`src/rtl/pipe_ctrl.sv`:
```
// pipe_ctrl: pipeline stall/flush controller with debug run/halt/step FSM and perf counters.
// Ports: clk, rst (sync, active-high); stallreq_id_i/stallreq_ex_i stall requests;
//   flush_req_i taken-branch squash request; dbg_halt_i/dbg_step_i debug controls;
//   stall_o[5:0] per-stage hold (PC, IF/ID, ID/EX, EX/MEM, MEM/WB, regfile WE gate);
//   flush_o IF/ID squash; halted_o FSM in HALT; cycle_cnt_o/stall_cnt_o perf counters;
//   wdog_err_o sticky stall watchdog error (only when PIPE_CTRL_WDOG_EN is defined).
module pipe_ctrl #(
    parameter int CNT_W      = 32,
    parameter int WDOG_LIMIT = 64
) (
    input  logic             clk,
    input  logic             rst,
    input  logic             stallreq_id_i,
    input  logic             stallreq_ex_i,
    input  logic             flush_req_i,
    input  logic             dbg_halt_i,
    input  logic             dbg_step_i,
    output logic [5:0]       stall_o,
    output logic             flush_o,
    output logic             halted_o,
    output logic [CNT_W-1:0] cycle_cnt_o,
    output logic [CNT_W-1:0] stall_cnt_o,
    output logic             wdog_err_o
);
    typedef enum logic [1:0] {RUN, HALT, STEP} state_t;
    state_t state, next_state;
    logic req, active;
    assign req    = stallreq_ex_i | stallreq_id_i;
    assign active = state != HALT;
    always_ff @(posedge clk) begin
        if (rst) begin
            state       <= RUN;
            cycle_cnt_o <= '0;
            stall_cnt_o <= '0;
        end else begin
            state <= next_state;
            if (active) cycle_cnt_o <= cycle_cnt_o + CNT_W'(1);
            if (active && req) stall_cnt_o <= stall_cnt_o + CNT_W'(1);
        end
    end
    always_comb begin
        stall_o    = rst ? 6'b000000 :
                     !active ? 6'b111111 :
                     stallreq_ex_i ? 6'b001111 :
                     stallreq_id_i ? 6'b000111 : 6'b000000;
        next_state = state;
        case (state)
            RUN:     next_state = dbg_halt_i ? HALT : RUN;
            HALT:    next_state = !dbg_halt_i ? RUN : dbg_step_i ? STEP : HALT;
            // the step is consumed only on a cycle where PC actually advances
            STEP:    next_state = !dbg_halt_i ? RUN : !stall_o[0] ? HALT : STEP;
            default: next_state = RUN;
        endcase
    end
    assign flush_o  = flush_req_i & ~stall_o[1] & ~rst;
    assign halted_o = (state == HALT) & ~rst;
`ifdef PIPE_CTRL_WDOG_EN
    logic [15:0] wdog_cnt;
    always_ff @(posedge clk) begin
        if (rst) begin
            wdog_cnt   <= '0;
            wdog_err_o <= 1'b0;
        end else begin
            if (active) wdog_cnt <= !req ? 16'd0 :
                                    (wdog_cnt == 16'(WDOG_LIMIT)) ? wdog_cnt : wdog_cnt + 16'd1;
            if (wdog_cnt == 16'(WDOG_LIMIT)) wdog_err_o <= 1'b1;
        end
    end
`else
    logic unused_wdog;
    assign unused_wdog = |16'(WDOG_LIMIT);
    assign wdog_err_o  = 1'b0;
`endif
endmodule

```
`config.mk`:
```
export PLATFORM = sky130hd
export DESIGN_NAME = pipe_ctrl
export DESIGN_NICKNAME = d
export VERILOG_FILES = /design/src/rtl/pipe_ctrl.sv
export SDC_FILE = /design/constraint.sdc
export NUM_CORES = 1
export LEC_CHECK = 0
export ABC_CLOCK_PERIOD_IN_PS = 2000
export BUFFER_PORTS_ARGS = -buffer_cell sky130_fd_sc_hd__buf_2
export CAP_MARGIN = 20
export CORE_ASPECT_RATIO = 1.25
export CORE_UTILIZATION = 50
export CTS_BUF_LIST = sky130_fd_sc_hd__clkbuf_8
export DETAILED_ROUTE_END_ITERATION = 8
export PLACE_DENSITY = 0.78
export SLEW_MARGIN = 30
export SYNTH_ARGS = -nofsm -noshare
export SYNTH_HDL_FRONTEND = slang
export SYNTH_SLANG_ARGS = --single-unit
```
`constraint.sdc`:
```
create_clock -name clk -period 2 [get_ports clk]
set_clock_uncertainty 0.2 [all_clocks]
set_input_delay 0 -clock clk [delete_from_list [all_inputs] [get_ports clk]]
set_output_delay 0 -clock clk [all_outputs]
set_load 0.03 [all_outputs]
```
==> results.sh, run 1 <==
export IMPL_final_nets=537
export IMPL_finalMaxSlewViolations=0
export IMPL_r2r_setup_slack_ns=-0.11
export IMPL_tns_ns=-1.184
export IMPL_h_tree_depth=3
export IMPL_ys_types=33
export IMPL_setup_violations=21
export IMPL_fillCellCount=482
export IMPL_layout_common_cells="buf_2, buf_4, nor2_1, dfxtp_1, dfxtp_4"
export IMPL_syn_cell_area_um2=3369
export IMPL_pre_cts_slack_ns=-0.1384
export IMPL_avgSynthCellArea_um2=8.279
export IMPL_grt_usage_pct=26.09
export IMPL_status="complete, but fails checks"
export IMPL_power_density_nw_per_um2=513.9
export IMPL_hold_class="input port to output port"
export IMPL_cp_required_ns=2.08
export IMPL_ant_nets=0
export IMPL_dp_hpwl_um=5843
export IMPL_die_h_um=93.78
export IMPL_whs_ns=0.1760
export IMPL_ir_drop_uv=566.1
export IMPL_port_buffers=78
export IMPL_drc=0
export IMPL_wl_per_cell_um=14.76
export IMPL_clockBufferDepth=2
export IMPL_r2r_end="cycle_cnt_o[24]"
export IMPL_ys_seq_area_share_pct=39.21
export IMPL_clk_latency_ns=0.35
export IMPL_ys_warn_count=0
export IMPL_violations="negative setup slack"
export IMPL_coreArea_um2=6524
export IMPL_drive_above_1_share_pct=47.18
export IMPL_hold_viol=0
export IMPL_wirelength_um=9138
export IMPL_grt_max_degree=91
export IMPL_cts_root_buf="clkbuf_8"
export IMPL_clkTransAtPathRegs_ns=0.06
export IMPL_grt_pass1_vias=3179
export IMPL_hold_path_end="flush_o"
export IMPL_row_count=33
export IMPL_die_x_um=75.43
export IMPL_finalCritPeriodShare_pct=105.4
export IMPL_routed_wl_met2_um=4770
export IMPL_reg2regPathDepth=6
export IMPL_rsz0062_at_grt="yes"
export IMPL_final_common_cell="buf_2"
export IMPL_n_antenna_cell=0
export IMPL_syn2layout_area_growth_pct=44.11
export IMPL_cts_tree="done"
export IMPL_gp_congestion=0.8153
export IMPL_critPathLaunchType="flop"
export IMPL_worst_slack_ns=-0.1090
export IMPL_antenna_found_initial=0
export IMPL_postSynthCellCount=407
export IMPL_reg2reg_from="cycle_cnt_o[0]"
export IMPL_io_pins=80
export IMPL_min_from="flush_req_i"
export IMPL_grt_pass1_wl_um=14200
export IMPL_avgViaCountPerCell=5.653
export IMPL_leakagePower_nw=2.051
export IMPL_cp_arrival_ns=2.19
export IMPL_holdPathStages=3
export IMPL_firstDrtPassIters=6
export IMPL_max_freq_mhz=474.2
export IMPL_via_count=3499
export IMPL_overflow=0
export IMPL_synth_nets=416
export IMPL_cts_sinks=66
export IMPL_ys_seq_elements=66
export IMPL_crit_type="flop to flop"
export IMPL_cts_buffers=9
export IMPL_drt_met1_wl_um=3673
export IMPL_worst_setup_path_end_kind="flop"
export IMPL_worstPathMaxFanout=7
export IMPL_fin_crit_ns=2.109
export IMPL_initialDrtViolationCount=197
export IMPL_max_cap_violations=0
export IMPL_dr_wl_met3_um=445
export IMPL_fp_dieArea_um2=7073
export IMPL_top_layer="met4"
export IMPL_start_util_pct=51.65
==> power breakdown <==
part	switching, mW	total, mW	internal [mW]
registers	0.0156	1.32	1.30
logic	0.148	0.235	0.0866
clock network	0.488	0.945	0.457
==> cells in the mapped netlist <==
cell,instances,area (um^2)
o31ai_1,15,112.6
nor2b_4,1,13.76
nand3_1,19,95.09
o21ai_0,12,60.06
nor2_1,46,172.7
buf_6,1,11.26
and2_1,4,25.02
ha_1,2,25.02
mux2i_1,1,10.01
or3_1,13,81.33
conb_1,1,3.750
nand4_1,18,112.6
or2_2,1,6.260
buf_4,6,45.04
nor2b_1,20,125.1
a21oi_1,31,155.2
nand2_1,22,82.58
nand3b_1,1,7.510
or4_1,19,142.6
buf_2,3,15.01
nor4_1,23,143.9
mux2_2,21,236.5
xnor2_1,6,52.55
inv_1,10,37.54
dfxtp_1,66,1321
clkbuf_1,18,67.56
and3_1,3,18.77
nand2b_1,2,12.51
xor2_1,8,70.07
buf_1,4,15.01
and4_1,8,70.07
nand3_2,1,10.01
nand4bb_1,1,11.26
==> registers in the layout (all words and copies together) (netlist names) <==
signal       count
state            2
stall_cnt_o     32
cycle_cnt_o     32
==> routing by layer <==
metal / vias to the layer above / global-route usage, %
li1: 1719 / -
met1: 1665 / 30.52
met2: 92 / 44.79
met3: 23 / 5.687
met4: 0 / 11.11
met5: - / 0
==> timing repair <==
item	in CTS	in global routing
pin swaps	6	13
resized for setup	15	33
hold buffers	7	0
endpoints found under the hold margin	44	0
setup endpoints to repair	23	40
setup buffers	2	3
cloned	1	1
==> cells by family (layout without fill, tap and decap cells) <==
family / count (synthesis) / count (layout) / share of synthesized area, %
and+or+nand+nor: 202 / 203 / 33.57
adders and majority gates: 2 / 2 / 0.7425
DFF: 66 / 66 / 39.21
AOI/OAI and AO/OA: 58 / 58 / 9.729
muxes: 22 / 22 / 7.315
xor gates and xnor gates: 14 / 14 / 3.639
other: 1 / 1 / 0.1113
buffers and inverters: 42 / 166 / 5.681
==> cell type report <==
class | instances | area (um^2) | share of cell area [%]
clock buffers | 10 | 137.6 | 2.834
multi-input cells | 300 | 2178 | 44.86
repair buffers | 141 | 938.4 | 19.32
clock inverters | 5 | 20.02 | 0.4123
inverters | 10 | 37.54 | 0.7730
well taps | 87 | 108.9 | 2.242
flip-flops and latches | 66 | 1435 | 29.55
==> worst max-delay path: stages, from the launching register on <==
cell and delay, ns:
dfxtp_4 0.36, ha_4 0.15, nand2_4 0.05, or4_4 0.52, buf_6 0.15, or4_4 0.47
a21oi_2 0.13
==> per-stage QoR <==
stage          instance area (um^2)  power, mW  util (%)  std cells
2_1_floorplan                  3608      1.497         -        407
3_3_place_gp                   4355      1.553     66.76        591
3_5_place_dp                   4355      1.559     66.76        591
4_1_cts                        4677      2.491     71.69        616
5_1_grt                        4856      2.581     74.43        619
6_report                       4856      2.495     74.43        619
==> how the worst max path moves through the flow <==
| stage | startpoint | to | slack, ns | depth (start not counted) |
|---|---|---|---|---|
| floorplan | stall_cnt_o[2] | stall_cnt_o[20] | -0.16 | 6 |
| global placement | stall_cnt_o[5] | stall_cnt_o[30] | -0.06 | 5 |
| detailed placement | stall_cnt_o[5] | stall_cnt_o[30] | -0.14 | 5 |
| CTS | stall_cnt_o[5] | stall_cnt_o[29] | -0.09 | 5 |
| global route | stall_cnt_o[2] | stall_cnt_o[19] | -0.17 | 5 |
| finish | cycle_cnt_o[0] | cycle_cnt_o[24] | -0.11 | 6 |
(Power assumes the default switching activity.)
==> run 2, diff against run 1 <==
==> constraint.sdc (replaced) <==
create_clock -name clk -period 2 [get_ports clk]
set_clock_uncertainty 0.2 [all_clocks]
set_input_delay 0.2 -clock clk [delete_from_list [all_inputs] [get_ports clk]]
set_output_delay 0.2 -clock clk [all_outputs]
set_load 0.03 [all_outputs]
==> run 2 against run 1 <==
The flow still finishes with violations (negative setup slack). Clock power grew 15%. Register-to-register slack lost 0.04 ns. Sequential power is essentially flat. Highest routed layer unchanged. Cell count grew 0.32%. Critical path depth shrank 1. Count of clock-buffer cells in the layout is the same. First-iteration DRC count shrank 2.0%. Via count grew 3.4%. Core utilization grew 1.9 points. Sequential cell count is the same. Design area grew 2.6%.
==> results.sh, run 2 (same netlist as run 1, synthesis figures left out) <==
export IMPL_multi_input_area_um2=2281
export IMPL_met3_usage_pct=6.974
export IMPL_avgViaCountPerCell=5.826
export IMPL_cp_required_ns=2.07
export IMPL_final_nets=538
export IMPL_port_buffers=78
export IMPL_drc=0
export IMPL_power_density_nw_per_um2=529.2
export IMPL_tns_ns=-1.875
export IMPL_seq_area_um2=1430
export IMPL_firstDrtPassIters=5
export IMPL_fin_crit_ns=2.145
export IMPL_start_util_pct=51.65
export IMPL_setup_violations=27
export IMPL_h_tree_depth=3
export IMPL_initialDrtViolationCount=193
export IMPL_grt_max_degree=47
export IMPL_largestRegisters="cycle_cnt_o: 32 flops, stall_cnt_o: 32 flops, state: 2 flops"
export IMPL_hold_viol=0
export IMPL_drive_above_1_share_pct=49.44
export IMPL_ant_nets=0
export IMPL_clkTransAtPathRegs_ns=0.07
export IMPL_clockBufferDepth=2
export IMPL_status="complete, but fails checks"
export IMPL_gp_congestion=0.8509
export IMPL_finalCritPeriodShare_pct=107.3
export IMPL_worstPathMaxFanout=14
export IMPL_violations="negative setup slack"
export IMPL_cts_tree="done"
export IMPL_row_count=33
export IMPL_grt_pass1_vias=3404
export IMPL_coreArea_um2=6524
export IMPL_gr_usage_met2_pct=49.26
export IMPL_hold_class="input port to flop"
export IMPL_antenna_found_initial=0
export IMPL_cts_root_buf="clkbuf_8"
export IMPL_p_total_mw=2.635
export IMPL_max_cap_violations=0
export IMPL_ir_drop_uv=423.3
export IMPL_critPathLaunchType="flop"
export IMPL_overflow=0
export IMPL_worst_setup_path_end_kind="flop"
export IMPL_final_common_cell="buf_2"
export IMPL_wirelength_um=9852
export IMPL_fp_dieArea_um2=7073
export IMPL_worst_slack_ns=-0.1454
export IMPL_n_antenna_cell=0
export IMPL_die_h_um=93.78
export IMPL_busiest_layer="met2"
export IMPL_fillCellCount=471
export IMPL_whs_ns=0.03000
export IMPL_dp_cells=596
export IMPL_grt_pass1_wl_um=15120
export IMPL_via_count=3618
export IMPL_crit_type="flop to flop"
export IMPL_wl_per_cell_um=15.86
export IMPL_finalMaxSlewViolations=0
export IMPL_pre_cts_slack_ns=-0.1712
export IMPL_r2r_setup_slack_ns=-0.15
export IMPL_cts_buffers=9
export IMPL_rsz0062_at_grt="yes"
export IMPL_layout_common_cells="buf_2, buf_4, nor2_1, dfxtp_1"
export IMPL_io_pins=80
export IMPL_grtUsageMet1_pct=30.03
export IMPL_cp_arrival_ns=2.21
export IMPL_final_cells=621
export IMPL_die_x_um=75.43
export IMPL_syn2layout_area_growth_pct=47.79
export IMPL_clk_latency_ns=0.34
export IMPL_dp_hpwl_um=6246
export IMPL_grt_usage_pct=27.98
export IMPL_leakagePower_nw=2.139
export IMPL_cts_sinks=66
export IMPL_max_freq_mhz=466.1
==> run 2: worst paths after layout <==
path                   from               to  depth (start not counted)
max reg2reg  stall_cnt_o[4]  stall_cnt_o[19]                          5
max          stall_cnt_o[4]  stall_cnt_o[19]                          5
min                     rst   cycle_cnt_o[5]                          2
min reg2reg  stall_cnt_o[9]   stall_cnt_o[9]                          2
==> run 2: timing repair <==
action / CTS / global route
setup buffers: 1 / 3
hold buffers: 3 / 0
setup endpoints to repair: 28 / 34
gates resized for setup: 23 / 43
pin swaps: 6 / 8
hold endpoints to repair: 2 / 0
cloned: 2 / 0
==> run 2: report_power, final <==
| group | leakage [nW] | internal, mW | switching, mW |
|---|---|---|---|
| Clock | 0.107 | 0.590 | 0.498 |
| Sequential | 0.559 | 1.30 | 0.0144 |
| Combinational | 1.47 | 0.0803 | 0.149 |
| Total | 2.14 | 1.97 | 0.662 |
==> run 2: final cells by class <==
cell class | instances | area share [%]
Clock buffer | 10 | 2.764
Clock inverter | 6 | 1.005
Inverter | 10 | 0.7538
Multi-Input combinational cell | 300 | 45.80
Sequential cell | 66 | 28.72
Tap cell | 87 | 2.186
Timing Repair Buffer | 142 | 18.77
==> run 2: metrics by stage <==
step	util, %	instance area (um^2)
2_1_floorplan	-	3617
3_3_place_gp	67.24	4387
3_5_place_dp	67.24	4387
4_1_cts	72.69	4742
5_1_grt	76.33	4980
6_report	76.33	4980
==> run 2: metal layers <==
layer	wire, um	vias up	share of wire (%)
li1	-	1729	-
met1	3741	1752	38
met2	5376	112	55
met3	470	25	4.8
met4	263	0	2.7
met5	0	-	0
==> run 2: critical path, stage by stage, from the launching register on <==
cell	delay, ns
dfxtp_4	0.36
nand4_1	0.14
or4_4	0.52
buf_12	0.18
or4_4	0.52
a21oi_2	0.15
